File: src/rtl/rr_stream_mux.sv
// rr_stream_mux: NUM_IN-channel valid/ready stream multiplexer with a
// round-robin arbiter and a one-entry registered output stage.
// Optional packet locking is enabled by defining RR_STREAM_MUX_PKT_LOCK_EN:
// once a channel starts a packet, it keeps the grant until in_last.
module rr_stream_mux #(
  parameter  int unsigned N      = 8,
  parameter  int unsigned NUM_IN = 4,
  localparam int unsigned SEL_W  = $clog2(NUM_IN)
) (
  input  logic                  clk,
  input  logic                  rst,
  input  logic [NUM_IN*N-1:0]   in_data,
  input  logic [NUM_IN-1:0]     in_valid,
  output logic [NUM_IN-1:0]     in_ready,
  input  logic [NUM_IN-1:0]     in_last,
  output logic [N-1:0]          out_data,
  output logic                  out_valid,
  input  logic                  out_ready,
  output logic [SEL_W-1:0]      out_sel,
  output logic                  out_last
);

  logic [N-1:0]     out_data_q,  out_data_d;
  logic             out_valid_q, out_valid_d;
  logic [SEL_W-1:0] out_sel_q,   out_sel_d;
  logic             out_last_q,  out_last_d;
  logic [SEL_W-1:0] ptr_q,       ptr_d;
`ifdef RR_STREAM_MUX_PKT_LOCK_EN
  logic             lock_q,      lock_d;
  logic [SEL_W-1:0] lock_ch_q,   lock_ch_d;
`endif

  logic             load;
  logic             grant_found;
  logic [SEL_W-1:0] grant_idx;
  logic             accept;
  logic [N-1:0]     sel_beat;
  logic             sel_last;
  int unsigned      cand;

  assign load = !out_valid_q || out_ready;

  // Round-robin search from ptr with wrap; a held lock overrides the search.
  always_comb begin
    grant_found = 1'b0;
    grant_idx   = '0;
    cand        = 0;
    for (int unsigned k = 0; k < NUM_IN; k++) begin
      cand = 32'(ptr_q) + k;
      if (cand >= NUM_IN) cand = cand - NUM_IN;
      if (!grant_found && in_valid[SEL_W'(cand)]) begin
        grant_found = 1'b1;
        grant_idx   = SEL_W'(cand);
      end
    end
`ifdef RR_STREAM_MUX_PKT_LOCK_EN
    if (lock_q) begin
      grant_found = in_valid[lock_ch_q];
      grant_idx   = lock_ch_q;
    end
`endif
  end

  assign accept = grant_found && load;

  // One-hot ready and selection of the granted channel's beat.
  always_comb begin
    in_ready = '0;
    sel_beat = '0;
    sel_last = 1'b0;
    for (int unsigned i = 0; i < NUM_IN; i++) begin
      if (grant_idx == SEL_W'(i)) begin
        in_ready[i] = accept;
        sel_beat    = in_data[i*N +: N];
        sel_last    = in_last[i];
      end
    end
  end

  // Next-state for the output register, priority pointer and lock.
  always_comb begin
    out_data_d  = out_data_q;
    out_valid_d = out_valid_q;
    out_sel_d   = out_sel_q;
    out_last_d  = out_last_q;
    ptr_d       = ptr_q;
`ifdef RR_STREAM_MUX_PKT_LOCK_EN
    lock_d      = lock_q;
    lock_ch_d   = lock_ch_q;
`endif
    if (load) begin
      out_valid_d = accept;
      if (accept) begin
        out_data_d = sel_beat;
        out_sel_d  = grant_idx;
        out_last_d = sel_last;
        ptr_d      = (grant_idx == SEL_W'(NUM_IN - 1)) ? '0 : grant_idx + 1'b1;
`ifdef RR_STREAM_MUX_PKT_LOCK_EN
        lock_d     = !sel_last;
        lock_ch_d  = grant_idx;
`endif
      end
    end
  end

  // State registers with synchronous reset; a beat held at reset is dropped.
  always_ff @(posedge clk) begin
    if (rst) begin
      out_data_q  <= '0;
      out_valid_q <= 1'b0;
      out_sel_q   <= '0;
      out_last_q  <= 1'b0;
      ptr_q       <= '0;
`ifdef RR_STREAM_MUX_PKT_LOCK_EN
      lock_q      <= 1'b0;
      lock_ch_q   <= '0;
`endif
    end else begin
      out_data_q  <= out_data_d;
      out_valid_q <= out_valid_d;
      out_sel_q   <= out_sel_d;
      out_last_q  <= out_last_d;
      ptr_q       <= ptr_d;
`ifdef RR_STREAM_MUX_PKT_LOCK_EN
      lock_q      <= lock_d;
      lock_ch_q   <= lock_ch_d;
`endif
    end
  end

  assign out_data  = out_data_q;
  assign out_valid = out_valid_q;
  assign out_sel   = out_sel_q;
  assign out_last  = out_last_q;

endmodule

File: config.mk
export PLATFORM = sky130hd
export DESIGN_NAME = rr_stream_mux
export DESIGN_NICKNAME = d
export VERILOG_FILES = /design/src/rtl/rr_stream_mux.sv
export SDC_FILE = /design/constraint.sdc
export NUM_CORES = 1
export LEC_CHECK = 0
export BUFFER_PORTS_ARGS = -buffer_cell sky130_fd_sc_hd__clkbuf_2
export CAP_MARGIN = 30
export CORE_ASPECT_RATIO = 0.8
export CORE_MARGIN = 5
export CORE_UTILIZATION = 39
export CTS_CLUSTER_DIAMETER = 80
export CTS_CLUSTER_SIZE = 16
export DETAILED_ROUTE_END_ITERATION = 10
export PLACE_DENSITY_LB_ADDON = 0.15
export SYNTH_ARGS = -nofsm -noshare
export SYNTH_HDL_FRONTEND = slang
export SYNTH_SLANG_ARGS = --single-unit
export TNS_END_PERCENT = 30
File: constraint.sdc
create_clock -name clk -period 2.1 [get_ports clk]
set_input_delay 0 -clock clk [delete_from_list [all_inputs] [get_ports clk]]
set_output_delay 0 -clock clk [all_outputs]
set_load 0.03 [all_outputs]
==> results_dict.tcl, run 1 <==
set metrics [dict create \
    insertion_delay_ns 0.27 \
    setup.reg_to_reg.worst_slack_ns -0.05 \
    postSynthRegisterBits 14 \
    grt_max_degree 20 \
    yosysWarningCount 0 \
    critical_path_peak_fanout 5 \
    synth_enable_flop_cells 0 \
    post_syn_instances 124 \
    crit_top_cell "sky130_fd_sc_hd__nor2b_2" \
    boundaryPins 59 \
    antenna_left 0 \
    timing.final.ws_setup_ns -0.05488 \
    grt_setup_unrepaired "true" \
    num_vias 1133 \
    powerDensity_nw_per_um2 857.0 \
    first_iter_violations 39 \
    max_incr_delay_on_cp_ns 0.43 \
    synth.area.top_cells "sky130_fd_sc_hd__dfxtp_1 (28%), sky130_fd_sc_hd__nand3b_1 (8.2%), sky130_fd_sc_hd__a221oi_1 (7.8%)" \
    cts_buffers 3 \
    postLayoutCellArea_um2 1609 \
    clkTransAtPathRegs_ns 0.08 \
    netlist_area_um2 1011 \
    synth-async-reset-ratio_pct 0 \
    drt_first_pass_iters 4 \
    synthFlopType "sky130_fd_sc_hd__dfxtp_1" \
    slowest_stage "sky130_fd_sc_hd__or3_4" \
    tightest_slew_ns 0.8729 \
    placement_rows 16 \
    number_of_distinct_library_cell_variants_in_the_gate_level_netlist_after_synthesis 28 \
    timing.max_slew.rel_slack_pct 41.69 \
    finClkSkew_ns 0.003959 \
    setup-violations-final 2 \
    dpl.cell_count 213 \
    ctsRootBufferMaster "sky130_fd_sc_hd__clkbuf_4" \
    fin_crit_ns 2.155 \
    via_per_inst 5.150 \
    timing.hold.worst_endpoint "out_data[7]" \
    violations_in_the_final_reports "negative setup slack" \
    wl_mm 3.301 \
    criticalPathCategory "reg2reg" \
    cts.path.max_buffers 2 \
    cap_viol_max_count 0 \
    cts-htree-levels 1 \
    max_rail_drop_vdd_v 0.0004357 \
    yosysMostFrequentCell "sky130_fd_sc_hd__dfxtp_1" \
    leftover_overflow_at_the_end_of_global_routing 0 \
    synth_sequential_area_ratio_pct 27.72 \
    drv_slew 0 \
    finalCritPeriodShare_pct 102.6 \
    holdCritPathClass "in2reg" \
    dieWidth_um 66.93 \
    grt_pass1_vias 1078 \
    final_cells 220 \
    grt_antenna_before_repair 0 \
    critPathRequiredTime_ns 2.30 \
    outcome "complete, but fails checks" \
    synth_top_cells_by_count "sky130_fd_sc_hd__dfxtp_1 (14), sky130_fd_sc_hd__a21oi_1 (12), sky130_fd_sc_hd__inv_1 (11), sky130_fd_sc_hd__nand3b_1 (11), sky130_fd_sc_hd__nor2_1 (10)" \
    hold_viol_final 0 \
    max_clock_freq_mhz 464.1 \
    synthesis.nets 171 \
    timing.reg2reg.worst_path_depth 10 \
    cts_tree "yes" \
    drcViolationCount 0 \
    total_core_area_um2 2462 \
    all_layer_global_routing_usage_pct 16.49 \
    power_w 0.001379 \
    placement.io_buffers 58 \
    dp_hpwl_mm 2.285 \
    routabilityCongestion 0.8103 \
    cp.arrival_ns 2.36 \
    dpl_cell_area_um2 1331 \
    synth_largest_area_cell "sky130_fd_sc_hd__dfxtp_1" \
    die_y_um 55.54 \
    portion_of_synthesized_cell_area_occupied_by_the_leading_cell_type_pct 27.72 \
    area_growth_pct 59.16 \
    holdCritStartpoint "in_data[31]" \
    power.leakage_nw 0.7113 \
    min_delay_path_depth 3 \
    worst_r2r_endpoint "out_last" \
    post_route_cells_drive_above_1_share_pct 58.15 \
    initial_cell_density_of_the_core_pct 41.06 \
    avgSynthCellArea_um2 8.153 \
    first_pass_grt_wire_length_mm 4.919 \
    critical_path.startpoint_type "flip-flop" \
    r2r-start "ptr_q[0]" \
    critical_path_cell_sequence "nor2b_2, nor2b_2, o21ai_2, or3_4, ha_4, buf_8, buf_6, a221oi_4, a211oi_2, nor3_2" \
    insertedDiodeCount 0 \
    fin_util_pct 65.35 \
    end_kind "flip-flop" \
    layout_nets 233 \
    routed_wire_length_per_instance_um 15.00 \
    cts_num_sinks 14 \
    area_of_the_die_um2 3717 \
    cts-hold-fix-buffers 0 \
]
[power breakdown]
part | internal [W] | leakage, nW | switching (W)
Clock | 0.0000663 | 0.0138 | 0.0000821
Combinational | 0.000393 | 0.580 | 0.000488
Sequential | 0.000317 | 0.117 | 0.0000325
[repair_timing]
item                       CTS  global route
cloned                       0             1
pin swaps                    0            14
buffers inserted             0             3
resized for setup           10            33
setup endpoints to repair   11            11
[routing by layer]
| metal | part of all wire, % | up-vias | GRT usage (%) |
|---|---|---|---|
| met1 | 46 | 514 | 23.87 |
| met3 | 6.0 | 4 | 3.043 |
| li1 | - | 573 | - |
| met5 | 0 | - | 0 |
| met2 | 47 | 42 | 24.58 |
| met4 | 1.0 | 0 | 4.624 |
[through the flow]
| stage | TNS (ns) | hold slack (ns) | worst slack [ns] |
|---|---|---|---|
| global route | -0.8160 | 0.01497 | -0.1285 |
| global placement | -0.2574 | 0.3182 | -0.07096 |
| finish | -0.1034 | 0.001144 | -0.05488 |
| CTS | 0 | 0.04543 | 0.02233 |
| floorplan | 0 | 0.07931 | 0.03537 |
| detailed placement | -0.6713 | 0.3266 | -0.1310 |
[registers in the layout, summed over array words and instances, names as in the netlist]
register and flops:
out_data 8, out_sel 2, ptr_q 2, out_last 1, out_valid 1
[layout make-up]
class	count	area, um^2
tap	36	45.04
timing repair buffer	67	406.6
inverter	11	41.29
multi-input combinational	89	808.3
sequential	14	285.3
clock buffer	3	22.52
fill	199	853.3
[placed cells by master, fill, tap and decap left out, types with 4 or more instances in the layout]
cell type	n
sky130_fd_sc_hd__a211oi_1	5
sky130_fd_sc_hd__nor2_1	10
sky130_fd_sc_hd__a21oi_1	7
sky130_fd_sc_hd__a211oi_2	4
sky130_fd_sc_hd__nand3b_1	11
sky130_fd_sc_hd__nor3_2	4
sky130_fd_sc_hd__a221oi_2	6
sky130_fd_sc_hd__and2_1	4
sky130_fd_sc_hd__inv_1	11
sky130_fd_sc_hd__a21oi_2	6
sky130_fd_sc_hd__nor3_1	5
sky130_fd_sc_hd__dfxtp_1	12
sky130_fd_sc_hd__clkbuf_2	58
[critical path: cells and delay by family (launching register included)]
| kind | cells | cell delay, ns |
|---|---|---|
| buf+inv | 2 | 0.25 |
| flops | 1 | 0.37 |
| fa+ha+maj | 1 | 0.20 |
| compound gates | 3 | 0.50 |
| simple gates | 4 | 0.76 |
[logic make-up after synthesis]
group                      after synthesis  synth area share (%)
buffers and inverters                   21                 10.52
adders and majority gates                4                 4.951
DFF                                     14                 27.72
AOI/OAI and AO/OA                       37                 27.11
and+or+nand+nor                         48                 29.70
[worst max path at each step]
stage / start / end / cells after the start
2_1_floorplan: ptr_q[1] / out_data[6] / 9
3_3_place_gp: ptr_q[0] / out_data[7] / 9
3_5_place_dp: ptr_q[0] / out_last / 9
4_1_cts: ptr_q[0] / in_ready[3] / 8
5_1_grt: ptr_q[0] / out_data[7] / 10
6_report: ptr_q[0] / out_last / 10
No activity file was read; power rests on OpenSTA's default activity.
==> run 2, diff against run 1 <==
SETUP_SLACK_MARGIN = 0.3   (was unset)
==> run 2 against run 1 <==
  * Sequential share of layout area is 1.6 points lower
  * Critical path depth stayed put
  * Non-clock buffer count is 6 higher
  * The run now ends clean
  * Fmax is 4.3% higher
  * Critical path type unchanged
  * Register-to-register slack better by 0.09 ns
  * Sequential power hardly changed
  * Final cell count is 3.2% higher
  * Cell area is 9.6% higher
  * Total power is 11% higher
  * Die area stayed put
==> results_dict.tcl, run 2 (synthesized netlist as in run 1, its figures left out) <==
set metrics [dict create \
    outcome "completed" \
    holdCritPathClass "in2reg" \
    switching_share_pct 42.82 \
    reported_net_switching_power_w 0.0006534 \
    timing.max_slew.rel_slack_pct 62.99 \
    sequentialPowerShare_pct 22.9 \
    cap_viol_max_count 0 \
    critical_path.startpoint "ptr_q[0]" \
    antenna_left 0 \
    first_pass_grt_wire_length_mm 5.568 \
    crit_top_cell "sky130_fd_sc_hd__o21ai_2" \
    dp_hpwl_mm 2.439 \
    cp.arrival_ns 2.23 \
    clkTransAtPathRegs_ns 0.09 \
    area_of_the_die_um2 3717 \
    initial_cell_density_of_the_core_pct 41.06 \
    mostFrequentLayoutCells "sky130_fd_sc_hd__clkbuf_2 (54), sky130_fd_sc_hd__dfxtp_1 (12), sky130_fd_sc_hd__nand3b_1 (11)" \
    max_rail_drop_vdd_v 0.0004078 \
    dieWidth_um 66.93 \
    placement_rows 16 \
    final.hold.worst_slack_ns 0.007238 \
    grt_max_degree 20 \
    postLayoutCellArea_um2 1764 \
    layout_nets 239 \
    critical_path_peak_fanout 5 \
    boundaryPins 59 \
    hold_viol_final 0 \
    slowest_stage "sky130_fd_sc_hd__or3_4" \
    fin_util_pct 71.65 \
    num_vias 1223 \
    critical_path_cell_sequence "nor2b_4, o21ai_2, o21ai_2, or3_4, ha_4, clkbuf_16, a21oi_4, a221oi_2, a211oi_1, nor3_1" \
    crit_buf_inv 1 \
    via_per_inst 5.388 \
    post_route_cells_drive_above_1_share_pct 64.40 \
    cp_top_family "compound AO/OA/AOI/OAI gates" \
    leftover_overflow_at_the_end_of_global_routing 0 \
    cts_num_sinks 14 \
    routed_wire_length_per_instance_um 15.74 \
    grt_pass1_vias 1228 \
    internal_power_w 0.0008725 \
    end_kind "flip-flop" \
    criticalPathCategory "reg2reg" \
    finalCritPeriodShare_pct 98.42 \
    grt_antenna_before_repair 0 \
    placement.io_buffers 58 \
    drcViolationCount 0 \
    max_reg_flops 8 \
    finClkSkew_ns 0.008436 \
    final_cells 227 \
    setup-violations-final 0 \
    power.share.combinational_pct 63.5 \
    max_incr_delay_on_cp_ns 0.43 \
    fin_setup_tns_ns 0 \
    number_of_filler_instances_in_the_final_layout 202 \
    r2r-start "ptr_q[0]" \
    routabilityCongestion 0.8120 \
    clockPowerShare_pct 13.6 \
    critPathRequiredTime_ns 2.26 \
    critical_path.startpoint_type "flip-flop" \
    insertedDiodeCount 0 \
    all_layer_global_routing_usage_pct 18.62 \
    total_core_area_um2 2462 \
    tightest_slew_ns 0.5527 \
    drt_first_pass_iters 4 \
    dpl.cell_count 216 \
    cts-htree-levels 1 \
    first_iter_violations 34 \
    area_growth_pct 74.50 \
    cts.path.max_buffers 2 \
    insertion_delay_ns 0.29 \
    fin_crit_ns 2.067 \
    power.leakage_nw 0.7757 \
    powerDensity_nw_per_um2 865.0 \
    mostFrequentLayoutCell "sky130_fd_sc_hd__clkbuf_2" \
    cts_buffers 3 \
    cts_tree "yes" \
    dpl_cell_area_um2 1449 \
    die_y_um 55.54 \
    grt_setup_unrepaired "true" \
    ctsRootBufferMaster "sky130_fd_sc_hd__clkbuf_4" \
    drv_slew 0 \
    wl_mm 3.573 \
    max_clock_freq_mhz 483.9 \
    holdCritStartpoint "in_data[24]" \
]
run 2: changes by cell type in the layout (fill, tap and decap cells not counted), sizes merged:
cell	change
clkbuf	-3
dlygate4sd3	+1
buf	+9
run 2: power by group through the flow:
stage | Combinational (W) | Sequential [W] | Clock (W)
global placement | 0.000730 | 0.000346 | 0
CTS | 0.000861 | 0.000345 | 0.000212
finish | 0.000969 | 0.000350 | 0.000207
floorplan | 0.000456 | 0.000427 | 0
detailed placement | 0.000749 | 0.000349 | 0
global route | 0.00103 | 0.000355 | 0.000231
run 2: final timing paths:
kind / endpoint / slack [ns] / cells past startpoint
setup / recovery: out_data[0] / 0.03 / 10
hold / removal: out_data[0] / 0.007 / 3
setup reg to reg: out_data[0] / 0.03 / 10
hold reg to reg: out_sel[1] / 0.50 / 2
run 2: cell type report:
type,count,area (um^2),area share (%)
clock buffer,4,36.28,2.057
inverter,11,41.29,2.340
timing repair buffer,73,479.2,27.16
tap,36,45.04,2.553
sequential,14,285.3,16.17
multi-input combinational,89,877.1,49.72
run 2: per-layer routing:
layer | wire length (um) | part of all wire, % | up-vias | track usage (%)
met5 | 0 | 0 | - | 0
met4 | 14 | 0.39 | 0 | 4.046
met3 | 233 | 6.5 | 2 | 4.665
met2 | 1780 | 50 | 45 | 30.79
met1 | 1545 | 43 | 588 | 24.11
li1 | - | - | 588 | -
run 2: per-stage QoR:
step	setup WS (ns)	total power (W)
2_1_floorplan	0.1650	0.0008827
3_3_place_gp	0.04694	0.001076
3_5_place_dp	-0.1032	0.001098
4_1_cts	0.08361	0.001418
5_1_grt	-0.06295	0.001620
6_report	0.03327	0.001526
run 2: repair_timing:
item	CTS	global route
gates resized for setup	23	28
endpoints found under the setup margin	13	13
endpoints found under the hold margin	1	0
gates cloned	0	2
pin swaps	1	16
hold buffers	1	0
setup buffers	4	0
run 2: tightest hold or removal path: cells and delay by family:
family / cells / cell delay (ns)
buffers and inverters: 1 / 0.08
AND/OR/NAND/NOR: 1 / 0.11
AO/OA/AOI/OAI: 1 / 0.05
